`config.mk`:
```
export PLATFORM = sky130hd
export DESIGN_NAME = i2c_target_regs
export DESIGN_NICKNAME = d
export VERILOG_FILES = /design/src/rtl/i2c_target_regs.sv
export SDC_FILE = /design/constraint.sdc
export NUM_CORES = 1
export LEC_CHECK = 0
export CORE_MARGIN = 2
export CORE_UTILIZATION = 60
export CTS_BUF_LIST = sky130_fd_sc_hd__clkbuf_2 sky130_fd_sc_hd__clkbuf_4 sky130_fd_sc_hd__clkbuf_8
export DETAILED_ROUTE_END_ITERATION = 7
export PLACE_DENSITY = 0.88
export SLEW_MARGIN = 10
export SYNTH_ARGS = -nofsm -noshare
export SYNTH_HDL_FRONTEND = slang
export SYNTH_SLANG_ARGS = --single-unit
```
`constraint.sdc`:
```
create_clock -name clk -period 3.6 [get_ports clk]
set_clock_uncertainty 0.05 [all_clocks]
set_input_delay 0.36 -clock clk [delete_from_list [all_inputs] [get_ports clk]]
set_output_delay 0.36 -clock clk [all_outputs]
set_load 0.01 [all_outputs]
```
`src/rtl/i2c_target_regs.sv`:
```
`default_nettype none
// +----------------------------------------------------------------------+
// | Module   : i2c_target_regs                                           |
// | Desc     : I2C target port giving an external controller read/write  |
// |            access to an 8-bit addressed register space through a    |
// |            one-cycle-strobe register bus. SDA is open-drain (oe).    |
// | Revision : 1.0 - initial release                                     |
// +----------------------------------------------------------------------+
module i2c_target_regs #(
    parameter logic [6:0] DEV_ADDR    = 7'h42,
    parameter int         SYNC_STAGES = 2       // must be 2 or more
) (
    input  logic       clk,
    input  logic       reset,
    input  logic       scl_in,
    input  logic       sda_in,
    output logic       sda_oe,
    output logic [7:0] reg_addr,
    output logic [7:0] reg_wdata,
    output logic       reg_wr,
    output logic       reg_rd,
    input  logic [7:0] reg_rdata,
    output logic       busy
);

    // Protocol states
    localparam logic [3:0] c_ST_IDLE     = 4'd0;
    localparam logic [3:0] c_ST_ADDR     = 4'd1;
    localparam logic [3:0] c_ST_ADDR_ACK = 4'd2;
    localparam logic [3:0] c_ST_PTR      = 4'd3;
    localparam logic [3:0] c_ST_PTR_ACK  = 4'd4;
    localparam logic [3:0] c_ST_WDATA    = 4'd5;
    localparam logic [3:0] c_ST_WACK     = 4'd6;
    localparam logic [3:0] c_ST_RDATA    = 4'd7;
    localparam logic [3:0] c_ST_MACK     = 4'd8;
    localparam logic [3:0] c_ST_IGNORE   = 4'd9;

    logic [SYNC_STAGES-1:0] r_scl_sync;
    logic [SYNC_STAGES-1:0] r_sda_sync;
    logic                   r_scl_d;
    logic                   r_sda_d;

    logic [3:0] r_state;
    logic [3:0] w_state_nxt;
    logic [2:0] r_bitcnt;
    logic [7:0] r_shift;
    logic       r_ackph;     // second half of an ACK slot (ACK driven / ACK seen)
    logic       r_rw;        // R/W bit of the matched address byte
    logic       r_sda_oe;
    logic       r_busy;
    logic [7:0] r_reg_addr;
    logic [7:0] r_reg_wdata;
    logic       r_inc;       // pointer bump owed after a wr/rd strobe

    logic       w_scl;
    logic       w_sda;
    logic       w_scl_rise;
    logic       w_scl_fall;
    logic       w_start;
    logic       w_stop;
    logic       w_byte_done;
    logic [7:0] w_rx_byte;
    logic       w_rx_state;
    logic       w_count_state;
    logic       w_ack_state;
    logic       w_reg_wr;
    logic       w_reg_rd;

    // Bring SCL/SDA into the clk domain and keep one history sample for edges
    always_ff @(posedge clk or posedge reset) begin
        if (reset) begin
            r_scl_sync <= '1;
            r_sda_sync <= '1;
            r_scl_d    <= 1'b1;
            r_sda_d    <= 1'b1;
        end else begin
            r_scl_sync <= {r_scl_sync[SYNC_STAGES-2:0], scl_in};
            r_sda_sync <= {r_sda_sync[SYNC_STAGES-2:0], sda_in};
            r_scl_d    <= r_scl_sync[SYNC_STAGES-1];
            r_sda_d    <= r_sda_sync[SYNC_STAGES-1];
        end
    end

    assign w_scl      = r_scl_sync[SYNC_STAGES-1];
    assign w_sda      = r_sda_sync[SYNC_STAGES-1];
    assign w_scl_rise = w_scl & ~r_scl_d;
    assign w_scl_fall = ~w_scl & r_scl_d;
    // SCL must be high in both samples so an SDA move at an SCL edge is not a condition
    assign w_start    = w_scl & r_scl_d & r_sda_d & ~w_sda;
    assign w_stop     = w_scl & r_scl_d & ~r_sda_d & w_sda;

    assign w_rx_byte     = {r_shift[6:0], w_sda};
    assign w_byte_done   = w_scl_rise && (r_bitcnt == 3'd7);
    assign w_rx_state    = (r_state == c_ST_ADDR) || (r_state == c_ST_PTR) ||
                           (r_state == c_ST_WDATA);
    assign w_count_state = w_rx_state || (r_state == c_ST_RDATA);
    assign w_ack_state   = (r_state == c_ST_ADDR_ACK) || (r_state == c_ST_PTR_ACK) ||
                           (r_state == c_ST_WACK);

    // State register
    always_ff @(posedge clk or posedge reset) begin
        if (reset) begin
            r_state <= c_ST_IDLE;
        end else begin
            r_state <= w_state_nxt;
        end
    end

    // Next-state decode; START/STOP override everything
    always_comb begin
        w_state_nxt = r_state;
        if (w_start) begin
            w_state_nxt = c_ST_ADDR;
        end else if (w_stop) begin
            w_state_nxt = c_ST_IDLE;
        end else begin
            case (r_state)
                c_ST_ADDR: begin
                    if (w_byte_done) begin
                        w_state_nxt = (w_rx_byte[7:1] == DEV_ADDR) ? c_ST_ADDR_ACK : c_ST_IGNORE;
                    end
                end
                c_ST_ADDR_ACK: begin
                    if (w_scl_fall && r_ackph) begin
                        w_state_nxt = r_rw ? c_ST_RDATA : c_ST_PTR;
                    end
                end
                c_ST_PTR: begin
                    if (w_byte_done) w_state_nxt = c_ST_PTR_ACK;
                end
                c_ST_PTR_ACK: begin
                    if (w_scl_fall && r_ackph) w_state_nxt = c_ST_WDATA;
                end
                c_ST_WDATA: begin
                    if (w_byte_done) w_state_nxt = c_ST_WACK;
                end
                c_ST_WACK: begin
                    if (w_scl_fall && r_ackph) w_state_nxt = c_ST_WDATA;
                end
                c_ST_RDATA: begin
                    if (w_byte_done) w_state_nxt = c_ST_MACK;
                end
                c_ST_MACK: begin
                    if (w_scl_rise && w_sda) begin
                        w_state_nxt = c_ST_IGNORE;
                    end else if (w_scl_fall && r_ackph) begin
                        w_state_nxt = c_ST_RDATA;
                    end
                end
                default: w_state_nxt = r_state;
            endcase
        end
    end

    // Register-bus strobes: write on the ACK-drive fall, fetch when a read byte starts
    always_comb begin
        w_reg_wr = 1'b0;
        w_reg_rd = 1'b0;
        if (w_scl_fall) begin
            if ((r_state == c_ST_WACK) && !r_ackph) begin
                w_reg_wr = 1'b1;
            end
            if (r_ackph && (((r_state == c_ST_ADDR_ACK) && r_rw) || (r_state == c_ST_MACK))) begin
                w_reg_rd = 1'b1;
            end
        end
    end

    // Bit counter, ACK phase, shift register and R/W capture
    always_ff @(posedge clk or posedge reset) begin
        if (reset) begin
            r_bitcnt <= 3'd0;
            r_ackph  <= 1'b0;
            r_shift  <= 8'h00;
            r_rw     <= 1'b0;
        end else begin
            if (w_start || w_stop || (w_state_nxt != r_state)) begin
                r_bitcnt <= 3'd0;
                r_ackph  <= 1'b0;
            end else begin
                if (w_scl_rise && w_count_state) r_bitcnt <= r_bitcnt + 3'd1;
                if (w_scl_fall && w_ack_state) r_ackph <= 1'b1;
                if (w_scl_rise && (r_state == c_ST_MACK) && !w_sda) r_ackph <= 1'b1;
            end

            if (w_reg_rd) begin
                r_shift <= reg_rdata;
            end else if (w_scl_rise && w_rx_state) begin
                r_shift <= w_rx_byte;
            end else if (w_scl_fall && (r_state == c_ST_RDATA)) begin
                r_shift <= {r_shift[6:0], 1'b0};
            end

            if ((r_state == c_ST_ADDR) && w_byte_done) r_rw <= w_sda;
        end
    end

    // SDA drive and busy flag; SDA only moves on an SCL fall except when released by START/STOP
    always_ff @(posedge clk or posedge reset) begin
        if (reset) begin
            r_sda_oe <= 1'b0;
            r_busy   <= 1'b0;
        end else begin
            if (w_stop) r_busy <= 1'b0;
            if (w_start || w_stop) begin
                r_sda_oe <= 1'b0;
            end else if (w_scl_fall) begin
                case (r_state)
                    c_ST_ADDR_ACK, c_ST_PTR_ACK, c_ST_WACK: begin
                        if (!r_ackph) begin
                            r_sda_oe <= 1'b1;
                        end else begin
                            r_sda_oe <= w_reg_rd ? ~reg_rdata[7] : 1'b0;
                        end
                    end
                    c_ST_RDATA: r_sda_oe <= ~r_shift[6];
                    c_ST_MACK:  r_sda_oe <= w_reg_rd ? ~reg_rdata[7] : 1'b0;
                    default:    r_sda_oe <= 1'b0;
                endcase
                if ((r_state == c_ST_ADDR_ACK) && !r_ackph) r_busy <= 1'b1;
            end
        end
    end

    // Register pointer and write data; pointer bumps the cycle after each strobe
    always_ff @(posedge clk or posedge reset) begin
        if (reset) begin
            r_reg_addr  <= 8'h00;
            r_reg_wdata <= 8'h00;
            r_inc       <= 1'b0;
        end else begin
            r_inc <= w_reg_wr | w_reg_rd;
            if ((r_state == c_ST_PTR_ACK) && w_scl_fall && r_ackph) begin
                r_reg_addr <= r_shift;
            end else if (r_inc) begin
                r_reg_addr <= r_reg_addr + 8'd1;
            end
            if ((r_state == c_ST_WDATA) && w_byte_done) begin
                r_reg_wdata <= w_rx_byte;
            end
        end
    end

    assign sda_oe    = r_sda_oe;
    assign busy      = r_busy;
    assign reg_addr  = r_reg_addr;
    assign reg_wdata = r_reg_wdata;
    assign reg_wr    = w_reg_wr;
    assign reg_rd    = w_reg_rd;

endmodule
`default_nettype wire
```
==> results.cfg <==
[status]
run_status = finished, final reports clean

[sta]
rsz0062_at_grt = false
relSlewSlack = 0.524
fin_crit_ps = 2720
fmax_ghz = 0.368
setup_viol = 0
finalMaxSlewViolations = 0
post-route-period-util = 0.756
final.setup.tns_ps = 0
final.setup.worst_slack_ps = 880
timing.hold.ws_ps = 307
tightest_slew_ps = 710
finalHoldViolations = 0

[floorplan]
dieWidth_microns = 64.6
fp.coreArea_sq_um = 3610
rows = 22
die_h_microns = 64.6
start_util = 0.612
dieArea_sq_um = 4180
io_pins = 32

[synth]
yosys-top-cells-area = dfrtp_1 (41%), dfstp_2 (7.1%), mux2_2 (4.6%), nor2_1 (4.3%), a21oi_1 (3.4%)
syn_inst = 215
synth.distinct_cells = 48
synth_edf_count = 0
ys_ff_latch = 42
syn_area_sq_um = 2210
yosys.area.top_type = dfrtp_1
seq_area_frac_synth = 0.480
async_reset_ff_frac = 1.00
ys.flop_type = dfrtp_1
syn_area_per_cell_sq_um = 10.3
synth.net_count = 230
yosysTopAreaCellShare = 0.408
synth.yosys.warnings = 0

[cells_and_area]
final_cell_mix = dfrtp_1 (36), clkdlybuf4s50_1 (31), nor2_1 (25), nand2_1 (19), a21oi_1 (15)
fin_area_sq_um = 2610
layout-drive-gt1-share = 0.150
nets = 261
areaGrowthSynthToFinish_pct = 18.5
fin_cells = 295
num_antenna_cells = 0
layout_commonest_cell = dfrtp_1

[clock_tree]
cts_hold_buf = 0
clk_pin_slew_ps = 80
cts_resized = 0
cts_tree = yes
clockBufferDepth = 2
clkSinkCount = 42
cts-root-buf = clkbuf_8
cts_made_buffers = 5
clk_latency_ps = 300
post_cts_buffers = 0
htreeDepth = 2

[critical_path]
crit_buf_inv = 2
path_class = reg2out
slowest_delay_ps = 560
slowest_stage = dfrtp_1
cp_max_fo = 15
path_cells = nand4bb_1 > nor2_1 > nand2_1 > inv_2 > clkdlybuf4s50_1
worstPathRequired_ps = 3190
worstSetupStartpointType = flop
cp_data_arrival_time_ps = 2310
crit_family = buffers and inverters
end_kind = primary output

[power]
p_sw_frac = 0.351
power_density_nw_per_um2 = 519
combinationalPowerShare = 0.256
p_leak_nw = 1.13
clockPowerShare = 0.226
pwr-share-seq = 0.519
peakVddDrop_mv = 0.359
p_int_uw = 881
p_sw_uw = 476

[flow_run]
cap_violations = 0

[drt]
num_vias = 1714
drtPass1Iterations = 4
via_per_inst = 5.81
wirelength_microns = 4750
drc_errors = 0
ant_nets = 0
wl_per_cell_microns = 16.1
drt_iter0_markers = 126

[grt]
grt_remaining_overflow = 0
grt_pass1_vias = 1629
antenna_found_initial = 0
grt_max_degree = 24
grt_use_total = 0.252
grt_pass1_wl_microns = 7960

[place]
hpwl_microns = 3530
gp_congestion = 1.00
portBuffers = 31
placed_area_sq_um = 2520
dp_slack_ps = 1220
dp.cells = 287

[worst_hold_path]
hp-class = reg2reg
[cell usage after synthesis, types with 2 or more instances]
cell      count
a21oi_1      15
nand2_1      19
mux2i_1       7
mux2_2        9
nor2_1       25
nand3b_1      3
o221ai_1      2
nand4_1       2
nor2b_1       3
nand4b_1      3
a31oi_1       3
xnor2_1       7
a211oi_1      2
xor2_1        4
clkbuf_1      5
o22ai_1       4
clkbuf_8      3
dfstp_2       6
ha_1          3
o21ai_0       7
nand2b_1      3
nor3_1        6
dfrtp_1      36
nand3_1       3
o21ai_1       5
inv_1         8
[path summary, 6_finish.rpt]
check                                end  cells past startpoint  slack, ps          start
hold reg to reg            r_sda_sync[1]                      0        310  r_sda_sync[0]
hold / removal             r_sda_sync[1]                      0        310  r_sda_sync[0]
setup / recovery                  reg_rd                      5        880     r_state[0]
max in group asynchronous           busy                      3       2320          reset
setup reg to reg             r_bitcnt[2]                      5       1420     r_shift[0]
min in group asynchronous   reg_wdata[4]                      2        420          reset
[routing by layer]
metal / vias to the layer above / wire [microns] / track usage
li1: 826 / - / -
met1: 809 / 2200 / 0.368
met2: 71 / 2160 / 0.372
met3: 8 / 312 / 0.0556
met4: 0 / 77 / 0.0878
met5: - / 0 / 0
[power by group through the flow]
| stage | clock, mW | combinational (mW) | sequential (mW) |
|---|---|---|---|
| floorplan | 0 | 0.300 | 0.643 |
| global placement | 0 | 0.341 | 0.703 |
| detailed placement | 0 | 0.345 | 0.707 |
| CTS | 0.318 | 0.348 | 0.700 |
| global route | 0.334 | 0.388 | 0.719 |
| finish | 0.306 | 0.347 | 0.704 |
[state kept, by name, summed over array words and instances (netlist names)]
name / count
r_shift: 8
r_state: 4
r_bitcnt: 3
busy: 1
r_rw: 1
reg_wdata: 8
reg_addr: 8
r_sda_sync: 2
r_scl_d: 1
sda_oe: 1
r_ackph: 1
r_inc: 1
r_scl_sync: 2
r_sda_d: 1
[area by class of cell]
type	count	area (sq um)
repair buffers	32	318
clock buffers	6	76.3
flip-flops and latches	42	1060
multi-input cells	156	1050
clock inverters	2	13.8
fillers	265	992
inverters	9	33.8
well taps	48	60.1
[logic make-up after synthesis]
family | Yosys count | share of synthesized area
buf+inv | 17 | 0.0425
fa+ha+maj | 3 | 0.0170
flops | 42 | 0.480
xor+xnor | 11 | 0.0437
mux | 16 | 0.0777
compound gates | 43 | 0.125
simple gates | 83 | 0.214
[metrics by stage]
| stage | utilization | total power [mW] |
|---|---|---|
| 2_1_floorplan | - | 0.943 |
| 3_3_place_gp | 0.700 | 1.04 |
| 3_5_place_dp | 0.700 | 1.05 |
| 4_1_cts | 0.725 | 1.37 |
| 5_1_grt | 0.725 | 1.44 |
| 6_report | 0.725 | 1.36 |
Note: power is estimated with default switching activity, not from simulation.
